`config.mk`:
```
export PLATFORM = sky130hd
export DESIGN_NAME = rs_station_flat
export DESIGN_NICKNAME = d
export VERILOG_FILES = /design/src/rtl/rs_station_if.sv /design/src/rtl/rs_station.sv /design/src/flat_wrapper.sv
export SDC_FILE = /design/constraint.sdc
export NUM_CORES = 2
export LEC_CHECK = 0
export ABC_AREA = 1
export BUFFER_PORTS_ARGS = -buffer_cell sky130_fd_sc_hd__clkbuf_2
export CORE_MARGIN = 2
export CORE_UTILIZATION = 25
export CTS_CLUSTER_SIZE = 40
export DETAILED_ROUTE_END_ITERATION = 10
export PLACE_DENSITY_LB_ADDON = 0.2
export SETUP_SLACK_MARGIN = 0.02
export SLEW_MARGIN = 5
export SYNTH_ARGS = -nofsm -noshare
export SYNTH_HDL_FRONTEND = slang
export SYNTH_SLANG_ARGS = --single-unit
```
`constraint.sdc`:
```
create_clock -name clk_in -period 10.9 [get_ports clk_in]
set_clock_uncertainty 0.15 [all_clocks]
set_input_delay 0.545 -clock clk_in [delete_from_list [all_inputs] [get_ports clk_in]]
set_output_delay 0.545 -clock clk_in [all_outputs]
set_load 0.005 [all_outputs]
```
`src/rtl/rs_station_if.sv`:
```
// Dispatch-side bus of the reservation station: issue request, CDB snoop inputs
// and the execute port toward the ALU. The issue/CDB side is the master.
interface rs_station_if #(
    parameter int TAG_W  = 5,
    parameter int DATA_W = 32,
    parameter int OP_W   = 6
);
    logic              issue_en;
    logic [OP_W-1:0]   issue_op;
    logic [DATA_W-1:0] issue_q1;
    logic [DATA_W-1:0] issue_q2;
    logic [DATA_W-1:0] issue_v1;
    logic [DATA_W-1:0] issue_v2;
    logic [TAG_W-1:0]  issue_rob;
    logic              rs_full;

    logic              alu_cdb_en;
    logic [TAG_W-1:0]  alu_cdb_rob;
    logic [DATA_W-1:0] alu_cdb_val;
    logic              lsb_cdb_en;
    logic [TAG_W-1:0]  lsb_cdb_rob;
    logic [DATA_W-1:0] lsb_cdb_val;

    logic              ex_en;
    logic [OP_W-1:0]   ex_op;
    logic [DATA_W-1:0] ex_v1;
    logic [DATA_W-1:0] ex_v2;
    logic [TAG_W-1:0]  ex_rob;

    modport master (
        output issue_en, issue_op, issue_q1, issue_q2, issue_v1, issue_v2, issue_rob,
        output alu_cdb_en, alu_cdb_rob, alu_cdb_val,
        output lsb_cdb_en, lsb_cdb_rob, lsb_cdb_val,
        input  rs_full, ex_en, ex_op, ex_v1, ex_v2, ex_rob
    );

    modport slave (
        input  issue_en, issue_op, issue_q1, issue_q2, issue_v1, issue_v2, issue_rob,
        input  alu_cdb_en, alu_cdb_rob, alu_cdb_val,
        input  lsb_cdb_en, lsb_cdb_rob, lsb_cdb_val,
        output rs_full, ex_en, ex_op, ex_v1, ex_v2, ex_rob
    );
endinterface

```
`src/rtl/rs_station.sv`:
```
// Reservation station for ALU/branch/jump/lui/auipc micro-ops: buffers issued ops,
// wakes operands from the ALU and LSB CDBs, dispatches the lowest ready entry.
module rs_station #(
    parameter int                DEPTH     = 16,
    parameter int                IDX_W     = 4,
    parameter int                TAG_W     = 5,
    parameter int                DATA_W    = 32,
    parameter int                OP_W      = 6,
    parameter logic [DATA_W-1:0] READY_TAG = 32'hFFFF_FFFF
) (
    input  logic         clk_in,
    input  logic         rst_in,
    input  logic         rdy_in,
    input  logic         clear,
    rs_station_if.slave  bus
);
    localparam int CNT_W = IDX_W + 1;

    typedef struct packed {
        logic [OP_W-1:0]   op;
        logic [DATA_W-1:0] q1;
        logic [DATA_W-1:0] v1;
        logic [DATA_W-1:0] q2;
        logic [DATA_W-1:0] v2;
        logic [TAG_W-1:0]  rob;
    } payload_t;

    typedef struct packed {
        logic [DATA_W-1:0] q;
        logic [DATA_W-1:0] v;
    } operand_t;

    typedef struct packed {
        logic              en;
        logic [TAG_W-1:0]  rob;
        logic [DATA_W-1:0] val;
    } cdb_t;

    logic [DEPTH-1:0]  busy;
    logic [DEPTH-1:0]  busy_nxt;
    payload_t          ent [DEPTH];
    operand_t          wake1 [DEPTH];
    operand_t          wake2 [DEPTH];
    operand_t          iss_o1;
    operand_t          iss_o2;
    cdb_t              alu_cdb;
    cdb_t              lsb_cdb;
    logic              free_found;
    logic [IDX_W-1:0]  free_idx;
    logic              sel_found;
    logic [IDX_W-1:0]  sel_idx;
    logic [CNT_W-1:0]  busy_cnt;
    logic              issue_ok;

    logic              ex_en_q;
    logic [OP_W-1:0]   ex_op_q;
    logic [DATA_W-1:0] ex_v1_q;
    logic [DATA_W-1:0] ex_v2_q;
    logic [TAG_W-1:0]  ex_rob_q;

    assign alu_cdb = '{en: bus.alu_cdb_en, rob: bus.alu_cdb_rob, val: bus.alu_cdb_val};
    assign lsb_cdb = '{en: bus.lsb_cdb_en, rob: bus.lsb_cdb_rob, val: bus.lsb_cdb_val};

    // A status names a producer when it equals the zero-extended ROB number.
    function automatic logic tag_hit(logic [DATA_W-1:0] q, cdb_t c);
        return c.en && (q != READY_TAG) && (q == DATA_W'(c.rob));
    endfunction

    // ALU wins if both buses ever carry the same tag.
    function automatic operand_t resolve(operand_t cur, cdb_t a, cdb_t l);
        operand_t r;
        r = cur;
        if (tag_hit(cur.q, a)) begin
            r = '{q: READY_TAG, v: a.val};
        end else if (tag_hit(cur.q, l)) begin
            r = '{q: READY_TAG, v: l.val};
        end
        return r;
    endfunction

    // Descending scan so the lowest index is the last one written.
    always_comb begin
        // NOTE: every always_comb output gets a default first so no path can infer a latch.
        free_found = 1'b0;
        free_idx   = '0;
        sel_found  = 1'b0;
        sel_idx    = '0;
        busy_cnt   = '0;
        for (int i = DEPTH - 1; i >= 0; i--) begin
            if (!busy[i]) begin
                free_found = 1'b1;
                free_idx   = IDX_W'(i);
            end
            if (busy[i] && ent[i].q1 == READY_TAG && ent[i].q2 == READY_TAG) begin
                sel_found = 1'b1;
                sel_idx   = IDX_W'(i);
            end
            busy_cnt = busy_cnt + CNT_W'(busy[i]);
        end
    end

    always_comb begin
        iss_o1 = resolve('{q: bus.issue_q1, v: bus.issue_v1}, alu_cdb, lsb_cdb);
        iss_o2 = resolve('{q: bus.issue_q2, v: bus.issue_v2}, alu_cdb, lsb_cdb);
        for (int i = 0; i < DEPTH; i++) begin
            wake1[i] = resolve('{q: ent[i].q1, v: ent[i].v1}, alu_cdb, lsb_cdb);
            wake2[i] = resolve('{q: ent[i].q2, v: ent[i].v2}, alu_cdb, lsb_cdb);
        end
    end

    assign issue_ok = bus.issue_en && free_found;

    // The issue target is never busy and the dispatch target always is, so they never collide.
    always_comb begin
        busy_nxt = busy;
        if (sel_found) busy_nxt[sel_idx] = 1'b0;
        if (issue_ok)  busy_nxt[free_idx] = 1'b1;
    end

    always_ff @(posedge clk_in or negedge rst_in) begin
        if (!rst_in) begin
            busy     <= '0;
            ex_en_q  <= 1'b0;
            ex_op_q  <= '0;
            ex_v1_q  <= '0;
            ex_v2_q  <= '0;
            ex_rob_q <= '0;
        end else if (rdy_in) begin
            if (clear) begin
                busy    <= '0;
                ex_en_q <= 1'b0;
            end else begin
                busy    <= busy_nxt;
                ex_en_q <= sel_found;
                if (sel_found) begin
                    ex_op_q  <= ent[sel_idx].op;
                    ex_v1_q  <= ent[sel_idx].v1;
                    ex_v2_q  <= ent[sel_idx].v2;
                    ex_rob_q <= ent[sel_idx].rob;
                end
            end
        end
    end

    // NOTE: the payload array has no reset; busy alone qualifies every field, so resetting it would only cost flops.
    always_ff @(posedge clk_in) begin
        if (rdy_in && !clear) begin
            for (int i = 0; i < DEPTH; i++) begin
                if (issue_ok && free_idx == IDX_W'(i)) begin
                    ent[i] <= '{op: bus.issue_op, q1: iss_o1.q, v1: iss_o1.v,
                                q2: iss_o2.q, v2: iss_o2.v, rob: bus.issue_rob};
                end else if (busy[i]) begin
                    {ent[i].q1, ent[i].v1} <= wake1[i];
                    {ent[i].q2, ent[i].v2} <= wake2[i];
                end
            end
        end
    end

    assign bus.rs_full = (busy_cnt >= CNT_W'(DEPTH - 1));
    assign bus.ex_en   = ex_en_q;
    assign bus.ex_op   = ex_op_q;
    assign bus.ex_v1   = ex_v1_q;
    assign bus.ex_v2   = ex_v2_q;
    assign bus.ex_rob  = ex_rob_q;

    // The issue stage must honour rs_full; an issue with no free slot is dropped.
    a_no_overflow : assert property (@(posedge clk_in) disable iff (!rst_in)
        (rdy_in && !clear && bus.issue_en) |-> free_found);
endmodule

```
`src/flat_wrapper.sv`:
```
// flat-port wrapper written by rule: the top's interface ports become plain ports
module rs_station_flat 
#(
    parameter int                DEPTH     = 16,
    parameter int                IDX_W     = 4,
    parameter int                TAG_W     = 5,
    parameter int                DATA_W    = 32,
    parameter int                OP_W      = 6,
    parameter logic [DATA_W-1:0] READY_TAG = 32'hFFFF_FFFF
)
  (clk_in, rst_in, rdy_in, clear, bus_issue_en, bus_issue_op, bus_issue_q1, bus_issue_q2, bus_issue_v1, bus_issue_v2, bus_issue_rob, bus_alu_cdb_en, bus_alu_cdb_rob, bus_alu_cdb_val, bus_lsb_cdb_en, bus_lsb_cdb_rob, bus_lsb_cdb_val, bus_rs_full, bus_ex_en, bus_ex_op, bus_ex_v1, bus_ex_v2, bus_ex_rob);
  rs_station_if #(.TAG_W(TAG_W), .DATA_W(DATA_W), .OP_W(OP_W)) bus_i ();
  input  logic clk_in;
  input  logic rst_in;
  input  logic rdy_in;
  input  logic clear;
  input wire logic [$bits(bus_i.issue_en)-1:0] bus_issue_en;
  input wire logic [$bits(bus_i.issue_op)-1:0] bus_issue_op;
  input wire logic [$bits(bus_i.issue_q1)-1:0] bus_issue_q1;
  input wire logic [$bits(bus_i.issue_q2)-1:0] bus_issue_q2;
  input wire logic [$bits(bus_i.issue_v1)-1:0] bus_issue_v1;
  input wire logic [$bits(bus_i.issue_v2)-1:0] bus_issue_v2;
  input wire logic [$bits(bus_i.issue_rob)-1:0] bus_issue_rob;
  input wire logic [$bits(bus_i.alu_cdb_en)-1:0] bus_alu_cdb_en;
  input wire logic [$bits(bus_i.alu_cdb_rob)-1:0] bus_alu_cdb_rob;
  input wire logic [$bits(bus_i.alu_cdb_val)-1:0] bus_alu_cdb_val;
  input wire logic [$bits(bus_i.lsb_cdb_en)-1:0] bus_lsb_cdb_en;
  input wire logic [$bits(bus_i.lsb_cdb_rob)-1:0] bus_lsb_cdb_rob;
  input wire logic [$bits(bus_i.lsb_cdb_val)-1:0] bus_lsb_cdb_val;
  output wire logic [$bits(bus_i.rs_full)-1:0] bus_rs_full;
  output wire logic [$bits(bus_i.ex_en)-1:0] bus_ex_en;
  output wire logic [$bits(bus_i.ex_op)-1:0] bus_ex_op;
  output wire logic [$bits(bus_i.ex_v1)-1:0] bus_ex_v1;
  output wire logic [$bits(bus_i.ex_v2)-1:0] bus_ex_v2;
  output wire logic [$bits(bus_i.ex_rob)-1:0] bus_ex_rob;
  assign bus_i.issue_en = bus_issue_en;
  assign bus_i.issue_op = bus_issue_op;
  assign bus_i.issue_q1 = bus_issue_q1;
  assign bus_i.issue_q2 = bus_issue_q2;
  assign bus_i.issue_v1 = bus_issue_v1;
  assign bus_i.issue_v2 = bus_issue_v2;
  assign bus_i.issue_rob = bus_issue_rob;
  assign bus_i.alu_cdb_en = bus_alu_cdb_en;
  assign bus_i.alu_cdb_rob = bus_alu_cdb_rob;
  assign bus_i.alu_cdb_val = bus_alu_cdb_val;
  assign bus_i.lsb_cdb_en = bus_lsb_cdb_en;
  assign bus_i.lsb_cdb_rob = bus_lsb_cdb_rob;
  assign bus_i.lsb_cdb_val = bus_lsb_cdb_val;
  assign bus_rs_full = bus_i.rs_full;
  assign bus_ex_en = bus_i.ex_en;
  assign bus_ex_op = bus_i.ex_op;
  assign bus_ex_v1 = bus_i.ex_v1;
  assign bus_ex_v2 = bus_i.ex_v2;
  assign bus_ex_rob = bus_i.ex_rob;
  rs_station #(.DEPTH(DEPTH), .IDX_W(IDX_W), .TAG_W(TAG_W), .DATA_W(DATA_W), .OP_W(OP_W), .READY_TAG(READY_TAG)) u_core (.clk_in(clk_in), .rst_in(rst_in), .rdy_in(rdy_in), .clear(clear), .bus(bus_i));
endmodule
```
==> metrics.txt <==
Psw=0.00502 W; Crit path largest cell delay=0.91 ns; setup TNS=0 ns; status=finished clean; CTS tree=done; worst vdd ir=102 µV; final core occ=28.8%; hold crit path type=in -> async; top-area cell type share of the netlist area=55.0%; Logic pwr share=6.5%; WL per Instance=29.1 µm; die height=701 µm; DRC=0; Worst Path Required=11.57 ns; first-pass GRT wire length=794 mm; CP startpoint=u_core.ent[958]; Setup Viol. Count Final=0; r2r worst-path depth=22; Vias=105000; Final ANT Viol Nets=0; ys async rst share=3.97%; Startpoint Class=register; # clock sinks=2316; Final min period=6.57 ns; Post-CTS Resized=0; clock tree buffer depth=4; Syn Nets=13600; Worst setup EP type=register; CTS clk-pin slew, worst paths=0.06 ns; Die Area=0.491 mm²; layout cells sized above 1=9.50%; crit path to=u_core.bus.ex_v2[19]; initial antenna violation count=51; Core ar.=0.483 mm²; slew margin rel.=17.0%; Yosys warning count=0; row cnt=255; Clock Latency Late Sink=0.96 ns; Global Route Usage Sum=22.6%; Clock power frac=45.4%; Synth Area per Inst=9.09 µm²; Netlist cell types=54; Pleak=49.4 nW; Area growth syn-to-layout=14.6%; met3 Usage GRT=3.49%; Switching Share=24.6%; Int Pwr=0.0154 W; critical path arrival=7.24 ns; final hold slack=0.0241 ns; Max Freq=152 MHz; crit path cell chain=nand4_1 > nor4_1 > nand2_1 > nor2_1 > nand2_1 > nand2_1 > nand2_1 > nand2_1 > nand2_1 > nand2_1 > nand2_1 > nand2_4 > nand2_8 > nand2_8 > buf_12 > buf_4 > nand4_1 > nand3b_1 > nand2_1 > nand3_1 > nor2_1 > nor2_1; Post-Route WL=575 mm; Crit Path Class=reg -> reg; Worst Max-Slew Pin Slew=1.24 ns; Crit path top cell by count=nand2_1; Placement Cell Area=0.130 mm²; number of flops mapped to enable cells by yosys=2224; reg2reg end=u_core.bus.ex_v2[19]; cts bufs inserted=279; Ports=297; Root Driver=clkbuf_16; Reg2Reg Setup Slack=4.33 ns; DRT Pass-1 Iters=6; Yosys reg bits=2316; Max-cap violations=0; Synth Flop Type=edfxtp_1; Final HPWL DP=337 mm; vias in the first global route=98300; final hold vios=0; Design Area, Final=0.139 mm²; Reg power frac=48.1%; share of the yosys chip area belonging to registers=56.9%; PortBufs=296; RSZ-0062 raised after global routing=no; Critical-path top delay cell=buf_4; mapped cell area=0.121 mm²; cts hold-fix bufs=21; Initial DRC Count=13300; GR Util met2=36.3%; die width=701 µm; gpl congestion=0.843; Worst Path Max Fanout=138; pwr dens=147 mW/mm²; GRT overflow=0; grt met1 use=30.9%; fin crit share=60.3%; layout net count=13300; fin. max-slew vios=0; dominant cell type by area after synthesis=edfxtp_1; H-tree depth=5; vias per cell=5.33; largest cells by area after synthesis=edfxtp_1 (55%), nand2_1 (12%), o21ai_0 (6.3%); initial cell density of the core=25.1%; Syn Inst Count=13400; largest net degree at the start of global routing=161; RR Startpoint=u_core.ent[958]; # Post-CTS Setup Buffers=0; most used routing layer in global routing=met2
[cells in the final DEF (no fill, tap or decap), types with 13 or more instances in the layout]
| master | count |
|---|---|
| nand2_1 | 3777 |
| edfxtp_1 | 2224 |
| o21ai_0 | 1511 |
| nand4_1 | 815 |
| nand3_1 | 809 |
| o211ai_1 | 581 |
| inv_1 | 566 |
| nor2_1 | 523 |
| buf_4 | 374 |
| clkbuf_2 | 295 |
| clkbuf_16 | 289 |
| nor4_1 | 269 |
| xor2_1 | 143 |
| a21oi_1 | 101 |
| xnor2_1 | 99 |
| dfrtp_1 | 92 |
| clkbuf_1 | 88 |
| nand3b_1 | 86 |
| clkinv_1 | 69 |
| nor3_2 | 64 |
| o21ai_1 | 62 |
| nor3_1 | 51 |
| or4_1 | 45 |
| nand2_4 | 31 |
| o22ai_1 | 29 |
| clkinv_2 | 28 |
| clkbuf_8 | 25 |
| nor2_4 | 22 |
| inv_6 | 22 |
| dlygate4sd3_1 | 21 |
| or2_2 | 20 |
| o2111ai_1 | 16 |
| diode_2 | 15 |
| a2111oi_0 | 14 |
| o21ai_4 | 14 |
| buf_12 | 13 |
[worst min-delay path by stage]
stage,start,endpoint,cells after the start
floorplan,rst_in,u_core.bus.ex_en,0
global placement,u_core.bus.ex_rob[2],u_core.bus.ex_rob[2],2
detailed placement,u_core.bus.ex_rob[2],u_core.bus.ex_rob[2],2
CTS,rst_in,u_core.bus.ex_v2[27],2
global route,rst_in,u_core.bus.ex_v1[28],2
finish,rst_in,u_core.bus.ex_v1[28],2
[state kept, by name, indices dropped and copies added, names as in the netlist]
| signal | count |
|---|---|
| u_core.bus.ex_en | 1 |
| u_core.bus.ex_op | 6 |
| u_core.bus.ex_rob | 5 |
| u_core.bus.ex_v1 | 32 |
| u_core.bus.ex_v2 | 32 |
| u_core.busy | 16 |
| u_core.ent | 2224 |
[cells in the mapped netlist, types with 2 or more instances]
library cell	count
a21oi_1	104
a2111oi_0	14
o21ai_1	64
nor4_1	272
nor4b_1	4
o21ai_0	1525
clkbuf_1	936
or3_1	2
clkinv_1	36
nor2_1	550
ha_1	6
nand2_1	3808
nor3_1	115
fa_1	10
nand4_1	815
edfxtp_1	2224
and3_1	4
buf_4	13
buf_2	188
o211ai_1	581
nand3_1	813
xnor2_1	99
or2_2	27
a21boi_0	3
o2111ai_1	16
a221oi_1	4
dfrtp_1	92
xor2_1	143
and2_1	5
o311ai_0	2
a21oi_4	2
nand3b_1	86
or4_1	45
nand2_2	2
buf_1	108
a311oi_1	3
inv_1	579
o22ai_1	31
nor3b_1	2
a211oi_1	4
[per-layer routing]
metal	routed length, µm	share of wire [%]	vias to the layer above
met3	46400	8.1	932
met1	245000	43	52600
li1	-	-	46800
met4	22100	3.8	10
met2	261000	45	4981
met5	58	0.010	-
[worst max-delay path: cells and delay by family, from the launching register on]
| family | cells | cell delay [ns] |
|---|---|---|
| and+or+nand+nor | 20 | 4.16 |
| buffers and inverters | 2 | 1.64 |
| DFF | 1 | 0.35 |
[power groups by stage]
stage | clock (W) | sequential [W] | combinational [W]
floorplan | 0 | 0.00999 | 0.000704
global placement | 0 | 0.0100 | 0.00130
detailed placement | 0 | 0.0100 | 0.00131
CTS | 0.00941 | 0.00982 | 0.00132
global route | 0.00972 | 0.00982 | 0.00144
finish | 0.00927 | 0.00982 | 0.00133
[cell type report]
type                       count  area [µm²]
clock buffer                 402        7910
clock inverter                95         813
timing repair buffer         704        4770
sequential                  2316       69100
fill                       50700      344000
inverter                     617        2380
antenna                       15        37.5
tap                         6425        8040
multi-input combinational   9173       46200
[cells by family after synthesis]
kind of cell	count (synthesis)	synth area share, %
xor gates and xnor gates	242	1.75
adders and majority gates	16	0.227
and+or+nand+nor	6555	24.0
AOI/OAI and AO/OA	2360	11.1
buffers and inverters	1862	5.99
DFF	2316	56.9
[through the flow]
step / total power, W / cells / setup slack (ns)
2_1_floorplan: 0.0107 / 13400 / 3.11
3_3_place_gp: 0.0113 / 19200 / 4.46
3_5_place_dp: 0.0113 / 19200 / 4.50
4_1_cts: 0.0205 / 19700 / 4.38
5_1_grt: 0.0210 / 19700 / 4.10
6_report: 0.0204 / 19700 / 4.33
No activity file was read; power rests on OpenSTA's default activity.
